==> config.mk <==
export PLATFORM = sky130hd
export DESIGN_NAME = conv3x3_stream_engine
export DESIGN_NICKNAME = d
export VERILOG_FILES = /design/src/rtl/conv3x3_stream_engine.sv
export SDC_FILE = /design/constraint.sdc
export NUM_CORES = 2
export LEC_CHECK = 0
export BUFFER_PORTS_ARGS = -buffer_cell sky130_fd_sc_hd__buf_4
export CELL_PAD_IN_SITES_DETAIL_PLACEMENT = 1
export CELL_PAD_IN_SITES_GLOBAL_PLACEMENT = 1
export CORE_ASPECT_RATIO = 0.75
export CORE_MARGIN = 10
export CORE_UTILIZATION = 50
export CTS_CLUSTER_DIAMETER = 80
export DETAILED_ROUTE_END_ITERATION = 10
export PLACE_DENSITY = 0.91
export SETUP_SLACK_MARGIN = 0.4
export SLEW_MARGIN = 10
export SYNTH_ARGS = -nofsm -noshare
export SYNTH_HDL_FRONTEND = slang
export SYNTH_SLANG_ARGS = --single-unit
==> constraint.sdc <==
create_clock -name clk -period 18.9 [get_ports clk]
set_input_delay 4.725 -clock clk [delete_from_list [all_inputs] [get_ports clk]]
set_output_delay 4.725 -clock clk [all_outputs]
set_load 0.02 [all_outputs]
==> src/rtl/conv3x3_stream_engine.sv <==
// 3x3 valid convolution over a captured square image, NF filters per pixel; CONV_SIGNED_RELU_EN selects signed/ReLU math.
// First beat one cycle after start capture, one pixel per accepted beat; stalls hold the beat and the counter.
module conv3x3_stream_engine #(
    parameter int IMG_W = 12,
    parameter int DW    = 2,
    parameter int OW    = 2,
    parameter int NF    = 2,
    localparam int NP   = (IMG_W - 2) * (IMG_W - 2),
    localparam int IW   = (NP > 1) ? $clog2(NP) : 1
) (
    input  logic                     clk,
    input  logic                     rst_n,
    input  logic                     start,
    input  logic                     abort,
    input  logic [IMG_W*IMG_W*DW-1:0] in_img,
    input  logic [NF*9*DW-1:0]       filters,
    output logic                     busy,
    output logic                     out_valid,
    input  logic                     out_ready,
    output logic [IW-1:0]            out_idx,
    output logic [NF*OW-1:0]         out_data,
    output logic [NF*NP*OW-1:0]      out_img,
    output logic                     done
);

    localparam int AW = 2 * DW + 4;
    localparam int CW = $clog2(IMG_W);
    localparam logic [AW-1:0] SAT = AW'((1 << OW) - 1);

    localparam logic [1:0] S_IDLE  = 2'd0;
    localparam logic [1:0] S_RUN   = 2'd1;
    localparam logic [1:0] S_DRAIN = 2'd2;
    localparam logic [1:0] S_DONE  = 2'd3;

    logic [1:0]                 state;
    logic [IMG_W*IMG_W*DW-1:0]  img_q;
    logic [NF*9*DW-1:0]         flt_q;
    logic [IW-1:0]              cnt;
    logic [CW-1:0]              row;
    logic [CW-1:0]              col;
    logic [NF*OW-1:0]           conv_res;
    logic                       issue;

    function automatic logic [AW-1:0] ext(input logic [DW-1:0] v);
`ifdef CONV_SIGNED_RELU_EN
        return {{(AW-DW){v[DW-1]}}, v};
`else
        return {{(AW-DW){1'b0}}, v};
`endif
    endfunction

    function automatic logic [OW-1:0] sat(input logic [AW-1:0] a);
`ifdef CONV_SIGNED_RELU_EN
        if (a[AW-1]) return '0;
`endif
        if (a > SAT) return '1;
        return OW'(a);
    endfunction

    // Products are taken at accumulator width so sign extension carries through in the signed build.
    always_comb begin
        logic [AW-1:0] acc;
        logic [AW-1:0] pe;
        logic [AW-1:0] we;
        int            pi;
        acc      = '0;
        pe       = '0;
        we       = '0;
        pi       = 0;
        conv_res = '0;
        for (int f = 0; f < NF; f++) begin
            acc = '0;
            for (int i = 0; i < 3; i++) begin
                for (int j = 0; j < 3; j++) begin
                    pi  = (int'(row) + i) * IMG_W + int'(col) + j;
                    pe  = ext(img_q[pi*DW +: DW]);
                    we  = ext(flt_q[(f*9 + i*3 + j)*DW +: DW]);
                    acc = acc + pe * we;
                end
            end
            conv_res[f*OW +: OW] = sat(acc);
        end
    end

    assign busy  = (state != S_IDLE);
    assign issue = (state == S_RUN) && !abort && (!out_valid || out_ready);

    always_ff @(posedge clk or negedge rst_n) begin
        if (!rst_n) begin
            state     <= S_IDLE;
            img_q     <= '0;
            flt_q     <= '0;
            cnt       <= '0;
            row       <= '0;
            col       <= '0;
            out_valid <= 1'b0;
            out_idx   <= '0;
            out_data  <= '0;
            out_img   <= '0;
            done      <= 1'b0;
        end else begin
            done <= 1'b0;
            case (state)
                S_IDLE: begin
                    if (start) begin
                        img_q <= in_img;
                        flt_q <= filters;
                        cnt   <= '0;
                        row   <= '0;
                        col   <= '0;
                        state <= S_RUN;
                    end
                end
                S_RUN: begin
                    if (abort) begin
                        out_valid <= 1'b0;
                        state     <= S_IDLE;
                    end else if (issue) begin
                        out_data  <= conv_res;
                        out_idx   <= cnt;
                        out_valid <= 1'b1;
                        for (int f = 0; f < NF; f++) begin
                            out_img[(f*NP + int'(cnt))*OW +: OW] <= conv_res[f*OW +: OW];
                        end
                        cnt <= cnt + 1'b1;
                        if (col == CW'(IMG_W - 3)) begin
                            col <= '0;
                            row <= row + 1'b1;
                        end else begin
                            col <= col + 1'b1;
                        end
                        if (cnt == IW'(NP - 1)) state <= S_DRAIN;
                    end
                end
                S_DRAIN: begin
                    if (abort) begin
                        out_valid <= 1'b0;
                        state     <= S_IDLE;
                    end else if (out_ready) begin
                        out_valid <= 1'b0;
                        state     <= S_DONE;
                    end
                end
                default: begin
                    // An abort landing on the final cycle still suppresses the done pulse.
                    if (!abort) done <= 1'b1;
                    state <= S_IDLE;
                end
            endcase
        end
    end

endmodule

* After elaboration in Yosys (flattened, before gate mapping)
Index checks and enable logic that the tools add are counted.
** Cells by class
- Add/sub/neg operators :: 33
- Multiply operators :: 21
- Magnitude comparators :: 2
- Eq/ne operators :: 11
- Shift operators :: 13
- Multiplexer cells :: 35
- Bitwise gates (word level) :: 1
- Reduce and logical (&&, ||, !) cells :: 16
** Operators with widths (count)
- $shiftx 288x32->2 :: 6
- $bwmux 400 :: 2
- $shift 2x33->400 const A :: 2
- $shiftx 2x33->400 :: 2
- $shiftx 288x13->2 :: 2
- $shiftx 288x12->2 :: 1
- $add 31x2->31 const B :: 3
- $mul 2x2->4 :: 18
- $add 8x4->8 :: 8
- $neg 8->33 :: 1
- $neg 9->33 :: 1
- $mux 4 :: 7
- $add 10x2->11 const B :: 2
- $mux 7 :: 3
- $add 9x4->10 :: 2
- $mux 2 :: 10
- $add 7x4->8 :: 2
- $gt 8x2->1 const B :: 2
- $pmux 4 s2 :: 2
- $add 6x4->7 :: 2
- $mul 5x2->7 const B :: 2
- $pmux 7 s2 :: 1
- $add 5x4->6 :: 2
- $add 4x4->5 :: 2
- other kinds (30) :: 47
** Word-level totals
- Bits in registers :: 754
- Input port bits :: 329
- Output and inout bits :: 414

* Longest topological paths before layout
- Depth after elaboration :: 19
- Depth in mapped cells :: 39
- Depth with buffers taken out :: 35

* Worst setup path before layout
No wires, ideal clock.
- Path type :: flip-flop to flip-flop
- Start :: register col[1]
- End :: register out_img[93]
- Setup time :: 0.125 ns
- Arrival time :: 9.110 ns
- Data required time :: 18.775 ns
- Slack :: 9.666 ns
- Cell stages (with the launch flop) :: 35
- Clock period less this slack :: 9.234 ns
- Cell sequence :: dfrtp_1 -> buf_2 -> buf_6 -> buf_4 -> buf_4 -> buf_2 -> inv_1 -> ha_1 -> clkbuf_1 -> clkbuf_1 -> mux4_2 -> mux4_2 -> mux4_2 -> a221oi_2 -> nor3_2 -> and2_1 -> ha_1 -> inv_1 -> fa_1 -> fa_1 -> inv_1 -> fa_1 -> fa_1 -> ha_1 -> ha_1 -> fa_1 -> or4_1 -> nor2_1 -> o21ai_0 -> nor2_1 -> nor3_1 -> nand2_1 -> clkbuf_1 -> o22ai_1 -> mux2_2
** Between the ends
- Longest elaborated chain between the ends :: 18
** Ends and longest elaborated chain
- from (decl) :: RTL line 40 : logic [CW-1:0] col;
- from (signal assigned) :: RTL line 130 : col <= col + 1'b1;
- $add 8x4->9 :: RTL line 75 : pi = (int'(row) + i) * IMG_W + int'(col) + j;
- $add 31x2->31 :: RTL line 75
- $shiftx 288x32->2 :: RTL line 76 : pe = ext(img_q[pi*DW +: DW]);
- $mul 2x2->4 :: RTL line 78 : acc = acc + pe * we;
- $add 4x4->5 :: RTL line 78
- $add 5x4->6 :: RTL line 78
- $add 6x4->7 :: RTL line 78
- $add 7x4->8 :: RTL line 78
- $add 8x4->8 (4 in a row) :: RTL line 78
- $gt 8x2->1 :: RTL line 56 : if (a > SAT) return '1;
- $mux 1 :: RTL line 56
- $mux 2 :: RTL line 57 : return OW'(a);
- $shiftx 2x33->400 :: RTL line 123 : out_img[(f*NP + int'(cnt))*OW +: OW] <= conv_res[f*OW +: OW];
- $bwmux 400 :: RTL line 123
- $bwmux 400 (*) :: RTL line 123
- to (signal, indexed assignment) :: RTL line 123
- to (decl) :: RTL line 22 : output logic [NF*NP*OW-1:0] out_img,
Mark *: on every way between the ends. The rest lies on a longest branch, timed or not.
A chain may end at the register's enable or synchronous reset.

* Worst setup path in the final report
- Start :: register col[0]
- End :: register out_img[136]
The elaborated chain is that of the path after synthesis.

==> qor.yml <==
status: "complete, but fails checks"
violations: "capacitance limit, slew limit"
end_kind: "flip-flop"
cts.path.max_buffers: 3
final.setup.tns_ns: 0
grt_start_max_net_pins: 172
cpMostUsedCell: "fa_1"
worst_pin_slew_ns: 1.497
async_reset_ff_share_pct: 100.0
gp_congestion: 1.035
crit-reg2reg-capture: "out_img[136]$_DFFE_PN0P_"
drive_gt1_share_pct: 40.05
cts_resized: 0
rsz0062_at_grt: "no"
routed_wl_um: 236000
finalCritPeriodShare_pct: 62.84
synthTopCellsByArea: "dfrtp_1, mux4_2, mux2_2"
start_util_pct: 50.44
vias: 45378
synthToLayoutAreaGrowth_pct: 20.05
cts_root_buf: "clkbuf_16"
hold_depth: 2
grt_pass1_vias: 46672
path_clk_slew_ns: 0.07
fmax_mhz: 84.19
grt_use_total_pct: 42.03
clock_skew_ns: 0.09357
cts_max_level: 3
nets: 5218
cp.buffers_inverters: 3
cts_hold_buf: 0
syn_area_um2: 48120
ff2ff_setup_slack_ns: 7.02
cap_violations: 1
postCtsSetupRepairBufs: 0
cp_top_family: "adder cells"
antenna_found_initial: 25
grt_overflow: 0
final_max_slew_viol_count: 1
drc: 0
final_common_cell: "buf_4"
p_per_area_nw_per_um2: 225.1
dieArea_um2: 109200
utilization_pct: 60.55
synth_top_area_share_pct: 39.21
yosys.area.top_type: "dfrtp_1"
ys_ff_latch: 754
start_kind: "flip-flop"
die_w_um: 378.2
cp-startpoint: "col[0]$_DFFE_PN0P_"
ios: 743
ys_types: 97
stdcell_count: 6081
ir_drop_v: 0.0004600
core_area_um2: 95400
firstDrtPassIters: 8
wl_per_cell_um: 38.81
critical_path_class: "flip-flop to flip-flop"
portBuffers: 742
synth-seq-area-share_pct: 39.21
synth_fp_nets: 4593
cp_slowest_cell: "xor2_1"
hold_violations: 0
worstHoldPathType: "flip-flop to flip-flop"
r2r_cells: 27
power_leakage_nw: 24.29
syn_inst: 4132
cts_buffers: 81
nFillCells: 9671
viasPerCell: 7.462
initialDrtViolationCount: 7337
crit_arrival_ns: 12.50
setup_viol: 0
cts_tree: "built"
power_mw: 13.00
relSlewSlack_pct: -0.1950
synth_edf_count: 0
ys_dominant_reg_cell: "dfrtp_1"
final_cell_mix: "buf_4, dfrtp_1, mux2_2"
cp_max_fo: 123
holdWs_ns: 0.4889
r2r_start: "col[0]$_DFFE_PN0P_"
placed_cells: 5924
worst_path_largest_cell_delay_ns: 0.98
antenna_left: 0
yosysWarnings: 0
clkLatencyLatePin_ns: 0.73
min-delay-start: "out_idx[4]$_DFFE_PN0P_"
finalCriticalPeriod_ns: 11.88
dp.final_hpwl_um: 171500
num_rows: 98
grt_pass1_wl_um: 337400
syn_area_per_cell_um2: 11.65
die_height_um: 288.7
min_to: "out_idx[4]$_DFFE_PN0P_"
required_ns: 19.52
cts_num_sinks: 754
-- power by group --
part           leakage [nW]  total (mW)  switching (mW)  internal [mW]
clock network          1.42        1.80           0.793           1.00
logic                  13.3        9.00            6.00           3.00
registers              9.53        2.21           0.386           1.83
-- routing by layer --
metal | global-route usage, % | part of all wire (%)
met1 | 50.71 | 34
met2 | 61.17 | 43
met3 | 20.30 | 16
met4 | 24.01 | 7.4
met5 | 0.3947 | 0.082
-- synthesized netlist by cell type (12+ instances only) --
cell type / n
o21ai_0: 131
o221ai_1: 60
nor2b_1: 35
o22ai_1: 175
inv_1: 96
clkbuf_1: 173
and3_1: 14
mux2_2: 536
xor2_1: 20
and2_1: 37
a21oi_1: 171
buf_4: 12
ha_1: 73
mux2i_1: 51
buf_1: 13
xnor2_1: 31
fa_1: 59
nand3_1: 44
dfrtp_1: 754
mux4_2: 366
o21a_1: 65
a22o_1: 80
nor2_1: 221
nand4_1: 15
nor3_1: 60
a211oi_1: 24
nand2_1: 524
buf_2: 77
-- flip-flops by register name (all words and copies together) (netlist names) --
name       count
out_img      400
img_q        288
row            4
cnt            7
state          2
out_data       4
out_idx        7
flt_q         36
out_valid      1
done           1
col            4
-- layout make-up --
class	instances	area (µm²)	area share (%)
Inverter	97	364.1	0.6303
Clock buffer	106	2261	3.914
Multi-Input combinational cell	3001	27790	48.11
Sequential cell	754	18880	32.68
Timing Repair Buffer	822	6216	10.76
Antenna cell	9	22.52	0.03899
Clock inverter	42	669.4	1.159
Tap cell	1250	1564	2.707
-- per-stage QoR --
stage / cell area (µm²) / worst slack, ns
finish: 57770 / 7.023
CTS: 57740 / 7.304
global route: 57760 / 6.629
floorplan: 48120 / 9.666
detailed placement: 54810 / 7.393
global placement: 54810 / 7.726
-- worst max-delay path by stage --
stage | end | cells after the start | slack (ns)
4_1_cts | out_img[228]$_DFFE_PN0P_ | 29 | 7.30
3_5_place_dp | out_img[8]$_DFFE_PN0P_ | 30 | 7.39
6_report | out_img[136]$_DFFE_PN0P_ | 27 | 7.02
5_1_grt | out_img[13]$_DFFE_PN0P_ | 26 | 6.63
3_3_place_gp | out_img[8]$_DFFE_PN0P_ | 29 | 7.73
2_1_floorplan | out_img[93]$_DFFE_PN0P_ | 34 | 9.67
-- tightest hold or removal path: cells and delay by family, from the launching register on --
kind             cells  cell delay, ns
flip-flops           1            0.35
AND/OR/NAND/NOR      2            0.11
-- logic make-up after synthesis --
| group | synth area share [%] |
|---|---|
| xor gates and xnor gates | 1.451 |
| adders and majority gates | 4.353 |
| and+or+nand+nor | 9.400 |
| AOI/OAI and AO/OA | 11.48 |
| DFF | 39.21 |
| buffers and inverters | 3.313 |
| muxes | 30.79 |
(Power assumes the default switching activity.)
